$ cat config.mk
export PLATFORM = sky130hd
export DESIGN_NAME = axi_lite_initiator
export DESIGN_NICKNAME = d
export VERILOG_FILES = /design/src/rtl/axi_lite_initiator.sv
export SDC_FILE = /design/constraint.sdc
export NUM_CORES = 1
export LEC_CHECK = 0
export ABC_AREA = 1
export BUFFER_PORTS_ARGS = -buffer_cell sky130_fd_sc_hd__buf_4
export CAP_MARGIN = 40
export CORE_MARGIN = 8
export CORE_UTILIZATION = 35
export CTS_CLUSTER_DIAMETER = 30
export DETAILED_ROUTE_END_ITERATION = 10
export GPL_TIMING_DRIVEN = 0
export PLACE_DENSITY_LB_ADDON = 0.1
export RECOVER_POWER = 25
export SETUP_SLACK_MARGIN = 0.4
export SYNTH_ARGS = -nofsm -noshare
export SYNTH_HDL_FRONTEND = slang
export SYNTH_SLANG_ARGS = --single-unit
$ cat constraint.sdc
create_clock -name clk -period 4 [get_ports clk]
set_input_delay 0.2 -clock clk [delete_from_list [all_inputs] [get_ports clk]]
set_output_delay 0.2 -clock clk [all_outputs]
set_load 0.1 [all_outputs]
$ cat src/rtl/axi_lite_initiator.sv
// Single-outstanding AXI4-Lite master: local cmd/rsp requests in, AXI4-Lite
// read/write transactions out, plus a sticky watchdog for stuck transactions.
module axi_lite_initiator #(
  parameter int unsigned AXI_ADDR_BW_p = 12,
  parameter int unsigned TIMEOUT_p     = 256
) (
  input  logic                     clk,
  input  logic                     rst,
  // command request
  input  logic                     i_cmd_valid,
  output logic                     o_cmd_ready,
  input  logic                     i_cmd_we,
  input  logic [AXI_ADDR_BW_p-1:0] i_cmd_addr,
  input  logic [31:0]              i_cmd_wdata,
  // response
  output logic                     o_rsp_valid,
  input  logic                     i_rsp_ready,
  output logic [31:0]              o_rsp_rdata,
  output logic [1:0]               o_rsp_resp,
  output logic                     o_rsp_we,
  output logic                     o_timeout,
  // AXI write address / data / response
  output logic [AXI_ADDR_BW_p-1:0] o_axi_awaddr,
  output logic                     o_axi_awvalid,
  input  logic                     i_axi_awready,
  output logic [31:0]              o_axi_wdata,
  output logic                     o_axi_wvalid,
  input  logic                     i_axi_wready,
  input  logic [1:0]               i_axi_bresp,
  input  logic                     i_axi_bvalid,
  output logic                     o_axi_bready,
  // AXI read address / data
  output logic [AXI_ADDR_BW_p-1:0] o_axi_araddr,
  output logic                     o_axi_arvalid,
  input  logic                     i_axi_arready,
  input  logic [31:0]              i_axi_rdata,
  input  logic [1:0]               i_axi_rresp,
  input  logic                     i_axi_rvalid,
  output logic                     o_axi_rready
);

  localparam int unsigned CNT_W = (TIMEOUT_p > 0) ? $clog2(TIMEOUT_p + 1) : 1;
  localparam logic [CNT_W-1:0] TIMEOUT_C = CNT_W'(TIMEOUT_p);

  typedef enum logic [1:0] {
    S_IDLE  = 2'd0,
    S_WRITE = 2'd1,
    S_READ  = 2'd2,
    S_RSP   = 2'd3
  } state_t;

  state_t           state;
  logic             aw_done;
  logic             w_done;
  logic [CNT_W-1:0] wd_cnt;
  logic             busy;

  // Ready/bready decode straight from state and the per-channel done flags
  assign o_cmd_ready  = (state == S_IDLE) && !rst;
  assign o_axi_bready = (state == S_WRITE) && aw_done && w_done && !rst;
  assign busy         = (state == S_WRITE) || (state == S_READ);

  // Transaction FSM, registered AXI/response outputs and watchdog
  always_ff @(posedge clk) begin
    if (rst) begin
      state         <= S_IDLE;
      aw_done       <= 1'b0;
      w_done        <= 1'b0;
      wd_cnt        <= '0;
      o_timeout     <= 1'b0;
      o_rsp_valid   <= 1'b0;
      o_rsp_rdata   <= '0;
      o_rsp_resp    <= '0;
      o_rsp_we      <= 1'b0;
      o_axi_awaddr  <= '0;
      o_axi_awvalid <= 1'b0;
      o_axi_wdata   <= '0;
      o_axi_wvalid  <= 1'b0;
      o_axi_araddr  <= '0;
      o_axi_arvalid <= 1'b0;
      o_axi_rready  <= 1'b0;
    end else begin
      case (state)
        S_IDLE: begin
          if (i_cmd_valid) begin
            o_rsp_rdata <= '0;
            o_rsp_resp  <= '0;
            o_rsp_we    <= i_cmd_we;
            wd_cnt      <= '0;
            o_timeout   <= 1'b0;
            if (i_cmd_we) begin
              state         <= S_WRITE;
              o_axi_awaddr  <= i_cmd_addr;
              o_axi_wdata   <= i_cmd_wdata;
              o_axi_awvalid <= 1'b1;
              o_axi_wvalid  <= 1'b1;
              aw_done       <= 1'b0;
              w_done        <= 1'b0;
            end else begin
              state         <= S_READ;
              o_axi_araddr  <= i_cmd_addr;
              o_axi_arvalid <= 1'b1;
              o_axi_rready  <= 1'b1;
            end
          end
        end
        S_WRITE: begin
          // AW and W retire independently, in either order
          if (o_axi_awvalid && i_axi_awready) begin
            o_axi_awvalid <= 1'b0;
            aw_done       <= 1'b1;
          end
          if (o_axi_wvalid && i_axi_wready) begin
            o_axi_wvalid <= 1'b0;
            w_done       <= 1'b1;
          end
          if (o_axi_bready && i_axi_bvalid) begin
            o_rsp_resp  <= i_axi_bresp;
            o_rsp_valid <= 1'b1;
            aw_done     <= 1'b0;
            w_done      <= 1'b0;
            state       <= S_RSP;
          end
        end
        S_READ: begin
          if (o_axi_arvalid && i_axi_arready) begin
            o_axi_arvalid <= 1'b0;
          end
          if (o_axi_rready && i_axi_rvalid) begin
            o_rsp_rdata  <= i_axi_rdata;
            o_rsp_resp   <= i_axi_rresp;
            o_rsp_valid  <= 1'b1;
            o_axi_rready <= 1'b0;
            state        <= S_RSP;
          end
        end
        S_RSP: begin
          if (i_rsp_ready) begin
            o_rsp_valid <= 1'b0;
            state       <= S_IDLE;
          end
        end
        default: state <= S_IDLE;
      endcase

      // Watchdog counts busy cycles and saturates at the limit; it never aborts
      if ((TIMEOUT_p != 0) && busy && (wd_cnt != TIMEOUT_C)) begin
        wd_cnt <= wd_cnt + CNT_W'(1);
        if ((wd_cnt + CNT_W'(1)) == TIMEOUT_C) begin
          o_timeout <= 1'b1;
        end
      end
    end
  end

endmodule

==> results of run 1 <==
## per-stage QoR
step                      cells  worst slack (ns)  hold WS [ns]  util (%)  instance area (µm²)
after global routing        952              1.97        0.0600      49.1                 6100
after global placement      937              2.32         0.421      48.4                 6010
final                       952              2.13        0.0659      49.1                 6100
after floorplan             577              1.08         0.335         -                 4380
after CTS                   952              2.12        0.0529      50.7                 6290
after detailed placement    937              2.28         0.428      48.4                 6010
## cell type report
class	count	area, µm²	share of cell area (%)
sequential	110	2200	36.1
multi-input combinational	404	1900	31.2
timing repair buffer	188	1220	20.0
clock buffer	12	267	4.37
tap	172	215	3.53
buffer	33	160	2.63
inverter	30	115	1.89
clock inverter	3	18.8	0.308
## state kept, by name, indices dropped and copies added, names as in the netlist, 2 cells and up
| register | flops |
|---|---|
| o_axi_wdata | 32 |
| o_rsp_rdata | 32 |
| o_axi_araddr | 12 |
| o_axi_awaddr | 12 |
| wd_cnt | 9 |
| o_rsp_resp | 2 |
| state | 2 |
## power breakdown
group,internal [mW],switching [mW]
logic,0.438,1.89
clock network,0.469,0.392
registers,1.29,0.107
## routing by layer
| metal | track usage (%) | up-vias | routed length, µm |
|---|---|---|---|
| li1 | - | 2269 | - |
| met1 | 19.2 | 1944 | 5880 |
| met2 | 26.4 | 142 | 6310 |
| met3 | 9.11 | 10 | 1510 |
| met4 | 4.90 | 0 | 129 |
| met5 | 0 | - | 0 |
## final timing paths
check	end	cells past startpoint
hold / removal	o_axi_wdata[13]	3
setup reg to reg	o_axi_awaddr[3]	9
setup / recovery	o_axi_bready	5
hold reg to reg	o_rsp_resp[0]	2
## critical path: stages, from the launching register on
cell and delay [ns]:
dfxtp_1 0.34, inv_1 0.09, ha_1 0.30, nand2_1 0.12, nor3_1 0.15, buf_4 0.32
## cells by family (layout without fill, tap and decap cells)
| group | after synthesis | after routing | share of synthesized area, % |
|---|---|---|---|
| DFF | 110 | 110 | 50.3 |
| and+or+nand+nor | 273 | 273 | 26.9 |
| AOI/OAI and AO/OA | 123 | 123 | 14.4 |
| xor gates and xnor gates | 2 | 2 | 0.400 |
| adders and majority gates | 6 | 6 | 1.71 |
| buffers and inverters | 63 | 266 | 6.29 |
## cells in the mapped netlist
cell type / count / area, µm²
nand2_1: 82 / 308
o21ai_0: 60 / 300
nand4_1: 2 / 12.5
or2_1: 1 / 6.26
buf_2: 13 / 65.1
a21oi_2: 2 / 17.5
buf_4: 5 / 37.5
ha_1: 6 / 75.1
clkbuf_1: 11 / 41.3
nand3_2: 2 / 20.0
inv_2: 7 / 26.3
inv_1: 22 / 82.6
clkbuf_2: 1 / 5.00
nand3_1: 43 / 215
nor2_4: 1 / 11.3
nand2_4: 1 / 11.3
inv_4: 1 / 6.26
o21ai_2: 1 / 8.76
o21ai_1: 6 / 30.0
dfxtp_1: 110 / 2200
o21a_1: 1 / 7.51
buf_1: 3 / 11.3
xor2_1: 2 / 17.5
nand2_2: 6 / 37.5
nor2_1: 126 / 473
nand4_2: 1 / 12.5
nor2_2: 2 / 12.5
nor3_1: 4 / 20.0
a21oi_1: 53 / 265
nor2_8: 2 / 40.0
## cell usage in the layout, fill, tap and decap left out, types with 3 or more instances in the layout
cell type | netlist | layout
a21oi_1 | 53 | 53
buf_1 | 3 | 3
buf_2 | 13 | 13
buf_4 | 5 | 141
clkbuf_1 | 11 | 63
clkbuf_16 | 0 | 9
clkbuf_8 | 0 | 3
dfxtp_1 | 110 | 110
ha_1 | 6 | 6
inv_1 | 22 | 22
inv_2 | 7 | 7
nand2_1 | 82 | 82
nand2_2 | 6 | 6
nand3_1 | 43 | 43
nor2_1 | 126 | 126
nor3_1 | 4 | 4
o21ai_0 | 60 | 60
o21ai_1 | 6 | 6
==> summary.txt, run 1 <==
Timing
  – Period minus WS final: 1.87 ns
  – Relative slew slack: 18.9%
  – Clock skew: 0.00662 ns
  – RSZ-0062 raised after global routing: no
  – Final setup viols: 0
  – Maximum clock rate: 534 MHz
  – Count of pins over their slew limit: 0
  – Setup TNS Final: 0 ns
  – Tcrit/Tclk final: 46.8%
  – Slew of the pin with the lowest slew margin: 1.22 ns
  – Hold Vio Cnt, Final: 0

Global routing
  – Vias in the first global route: 4329
  – First-pass GRT wire length: 21.9 mm
  – Grt ovf: 0
  – Total track usage: between 10% and 20%
  – Largest net degree at the start of global routing: 17
  – Antenna violations before repair: 0

CTS
  – CTS tree: built
  – Post-CTS Setup Repair Bufs: 0
  – CTS buffer count: 9
  – CTS hold repair buffers: 0
  – Buffer levels on the longest clock path: 2
  – Post-CTS Resized: 0
  – Clk sinks: 110
  – Root Driver: clkbuf_16
  – Clk pin slew, worst setup/hold paths: 0.07 ns
  – Worst skew pair latency: 0.35 ns
  – H-tree depth: 3

Job
  – Max_cap viols: 0

Routing
  – Routed WL: 13.8 mm
  – DR iter-0 viols: ~220
  – DR vias/cell: 4.59
  – Wirelength per Cell: around 15 µm
  – 1st-pass router iterations: 4
  – DRC violations left: 0
  – Antenna Nets Post-Route: 0
  – Via count: approximately 4400

Logic synthesis
  – Mapped Cells: just under 600
  – Post-Syn Area: 4380 µm²
  – Synth warn: 0
  – Synthesized Nets: 673
  – Sequential fraction of the synthesis area: 50.3%
  – Flops & latches, synth: 110
  – Distinct cells, synth: 30
  – Avg Inst Size Synth: ~7.6 µm²

Place
  – DP Wirelength: 10.7 mm
  – Port bufs: 188
  – GP Congestion: roughly 0.83

Min path
  – HP Class: in -> reg
  – Worst Min Path Start: i_cmd_wdata[13]

Die
  – Initial core utilization: around a third
  – Die X-Extent: 128 µm
  – # IOs: about 190
  – Die Ht: around 130 µm
  – Core Rows: 41
  – DIE AREA: 16300 µm²
  – Area of the core: 12400 µm²

Power
  – PD cells: 752 nW/µm²
  – Cell leakage power: 2.68 nW
  – Total power: 4.58 mW
  – Max VDD drop: between 400 and 500 µV

Critical path
  – Critical path data arrival time: 1.67 ns
  – Worst reg2reg setup slack: roughly 2.3 ns
  – Reg-to-reg startpoint: state[0]
  – CP endpoint kind: output port
  – CP startpoint: state[1]
  – Critical path class: reg -> out
  – Crit path required time: about 3.8 ns
  – CP max FO: 5
  – Startpoint types: register

Finish
  – Net total in the final layout: approximately 870
  – Area Growth Syn to Fin: 39.2%
  – Share of cells above drive strength 1: between 20% and 30%
  – Filler cell count in the final layout: about 1300
  – N_diodes: 0

Outcome
  – Status: finished, final reports clean
Note: power is estimated with default switching activity, not from simulation.
==> inputs of run 2 (changes only) <==
ABC_AREA = 0   (was 1)
clock period = 1.9 ns   (was 4 ns; I/O delays follow)
==> run 2 against run 1 <==
Net effect: count of clock-buffer cells in the layout fell by 1; clock power rose by 110%; worst hold slack got worse by 0.049 ns; power rose to 2.5 times the previous value; non-clock buffer count rose by 108; wire length rose by 22%; critical endpoint is now wd_cnt[4]; die area rose by 0.25%; final area rose by 37%.
==> summary.txt, run 2 <==
Die
  – Area of the core: 12400 µm²
  – Die Ht: 128 µm
  – # IOs: 189
  – Initial core utilization: about 35%
  – DIE AREA: around 16000 µm²
  – Die X-Extent: 128 µm
  – Core Rows: 41

Place
  – DP Wirelength: 11.3 mm
  – Port bufs: 186
  – Placement Cell Area: 6290 µm²
  – GP Congestion: between 0.8 and 0.9

Finish
  – Biggest regs: o_axi_wdata x32, o_rsp_rdata x32
  – Most common cell after layout, fill and taps aside: buf_4
  – Filler cell count in the final layout: 1021
  – Final Instance Area: 8330 µm²
  – Net total in the final layout: roughly 900
  – Most frequent cells in the layout: 151 x buf_4, 105 x dfxtp_1, 81 x nand2_1
  – Share of cells above drive strength 1: 50.4%
  – Area Growth Syn to Fin: 89.6%
  – N_diodes: 0

Routing
  – Wirelength per Cell: 16.9 µm
  – DR vias/cell: 4.91
  – Via count: 4910
  – DR iter-0 viols: 250
  – 1st-pass router iterations: 4
  – Antenna Nets Post-Route: 0
  – DRC violations left: 0
  – Routed WL: 16.9 mm

CTS
  – Worst skew pair latency: 0.34 ns
  – CTS buffer count: 9
  – Root Driver: clkbuf_16
  – CTS tree: built
  – Buffer levels on the longest clock path: 2
  – Clk pin slew, worst setup/hold paths: 0.07 ns
  – Clk sinks: 110
  – H-tree depth: 3

Timing
  – Relative slew slack: between 50% and 60%
  – Count of pins over their slew limit: 0
  – Period minus WS final: 1.88 ns
  – RSZ-0062 raised after global routing: yes
  – Hold Vio Cnt, Final: 0
  – Tcrit/Tclk final: between 90 and 100%
  – Slew of the pin with the lowest slew margin: 0.745 ns
  – Final setup viols: 0
  – Setup TNS Final: 0 ns
  – Maximum clock rate: 532 MHz
  – Clock skew: approximately 0.0067 ns

Global routing
  – Largest net degree at the start of global routing: 18
  – First-pass GRT wire length: between 20 and 30 mm
  – Antenna violations before repair: 0
  – Total track usage: 19.4%
  – Vias in the first global route: between 4000 and 5000
  – Grt ovf: 0

Critical path
  – CP endpoint kind: register
  – Crit path required time: between 2 and 2.5 ns
  – Startpoint types: register
  – Critical path data arrival time: 2.13 ns
  – Critical path class: reg -> reg
  – CP max FO: 8

Logic synthesis
  – Most frequent cell after synthesis: nand2_1
  – Distinct cells, synth: 46
  – Asr flop ratio synth: 0%
  – Synthesized Nets: roughly 630
  – Primary FF master, synth: dfxtp_1
  – Synth warn: 0
  – Flops & latches, synth: 110
  – Synth area leader: dfxtp_1
  – Synth cell count leaders: 129 x nand2_1, 110 x dfxtp_1, 64 x a21oi_1
  – Avg Inst Size Synth: around 8.3 µm²
  – Sequential fraction of the synthesis area: 50.1%
  – Mapped Cells: 531
  – Synth top area cells: dfxtp_1 50%, nand2_1 11%, a21oi_1 7.3%
  – Number of synthesized flops with an enable pin: 0
  – Post-Syn Area: ~4400 µm²
  – Top cell type's share of synthesized area: about half

Power
  – Cell leakage power: 3.39 nW
  – Max VDD drop: 662 µV
  – PD cells: about 1400 nW/µm²
  – Total power: 11.6 mW

Job
  – Max_cap viols: 0

Min path
  – HP Class: in -> reg

Outcome
  – Status: finished, final reports clean
-- run 2: cell count changes in the layout (fill, tap and decap cells not counted), moves of 28 or more --
cell | before | now
nand3_1 | 43 | 15
a22oi_2 | 0 | 32
nand2_4 | 1 | 39
nor2_1 | 126 | 43
clkbuf_1 | 63 | 14
a21oi_2 | 2 | 40
clkbuf_2 | 1 | 53
dlygate4sd3_1 | 0 | 72
o21ai_0 | 60 | 0
a21oi_1 | 53 | 24
-- run 2: power by group --
part	internal (mW)	switching (mW)
clock	0.963	0.874
sequential	2.62	0.269
combinational	2.71	4.17
total	6.30	5.31
-- run 2: path summary, 6_finish.rpt --
kind,from,endpoint,slack [ns],cells past startpoint
worst max-delay path,wd_cnt[2],wd_cnt[4],0.02,6
worst min register to register,o_axi_wdata[31],o_axi_wdata[31],0.46,2
worst min-delay path,i_axi_rdata[8],o_rsp_rdata[8],0.02,3
worst max register to register,wd_cnt[2],wd_cnt[4],0.02,6
-- run 2: cell families after synthesis --
family | count (synthesis) | synth area share (%)
simple gates | 229 | 22.5
fa+ha+maj | 6 | 1.71
mux | 3 | 0.684
compound gates | 127 | 19.3
xor+xnor | 1 | 0.199
buf+inv | 55 | 5.50
flops | 110 | 50.1
-- run 2: layout make-up --
cell class | instances | area [µm²] | area share, %
Inverter | 9 | 43.8 | 0.526
Buffer | 46 | 478 | 5.74
Sequential cell | 110 | 2210 | 26.6
Clock buffer | 11 | 253 | 3.04
Clock inverter | 4 | 31.3 | 0.376
Timing Repair Buffer | 283 | 2300 | 27.6
Tap cell | 172 | 215 | 2.58
Multi-Input combinational cell | 366 | 2790 | 33.6
-- run 2: repair_timing --
| item | in CTS | in global routing |
|---|---|---|
| hold buffers | 72 | 0 |
| hold endpoints to repair | 79 | 0 |
| setup buffers | 9 | 10 |
| endpoints found under the setup margin | 108 | 98 |
| cloned | 4 | 2 |
| pin swaps | 6 | 80 |
| gates resized for setup | 57 | 206 |
-- run 2: critical path: stages (launching register included) --
cell and delay [ns]:
dfxtp_2 0.32, buf_6 0.11, or4_4 0.54, o41a_1 0.34, buf_6 0.15, mux2i_1 0.11
o32ai_1 0.22
-- run 2: through the flow --
| stage | hold slack, ns | util (%) | cells | setup WS [ns] |
|---|---|---|---|---|
| 6_report | 0.0166 | 67.1 | 1001 | 0.0203 |
| 5_1_grt | 0.0109 | 67.1 | 1001 | -0.0269 |
| 4_1_cts | 0.000741 | 61.7 | 989 | 0.0256 |
| 3_5_place_dp | 0.347 | 50.7 | 889 | -0.0864 |
| 3_3_place_gp | 0.340 | 50.7 | 889 | -0.0404 |
| 2_1_floorplan | 0.231 | - | 531 | 0.101 |
-- run 2: per-layer routing --
layer,global-route usage (%),part of all wire [%],vias to the layer above
met1,21.8,41,2338
met2,33.1,50,146
met5,0,0,-
li1,-,-,2404
met3,5.91,6.1,22
met4,8.32,2.2,0
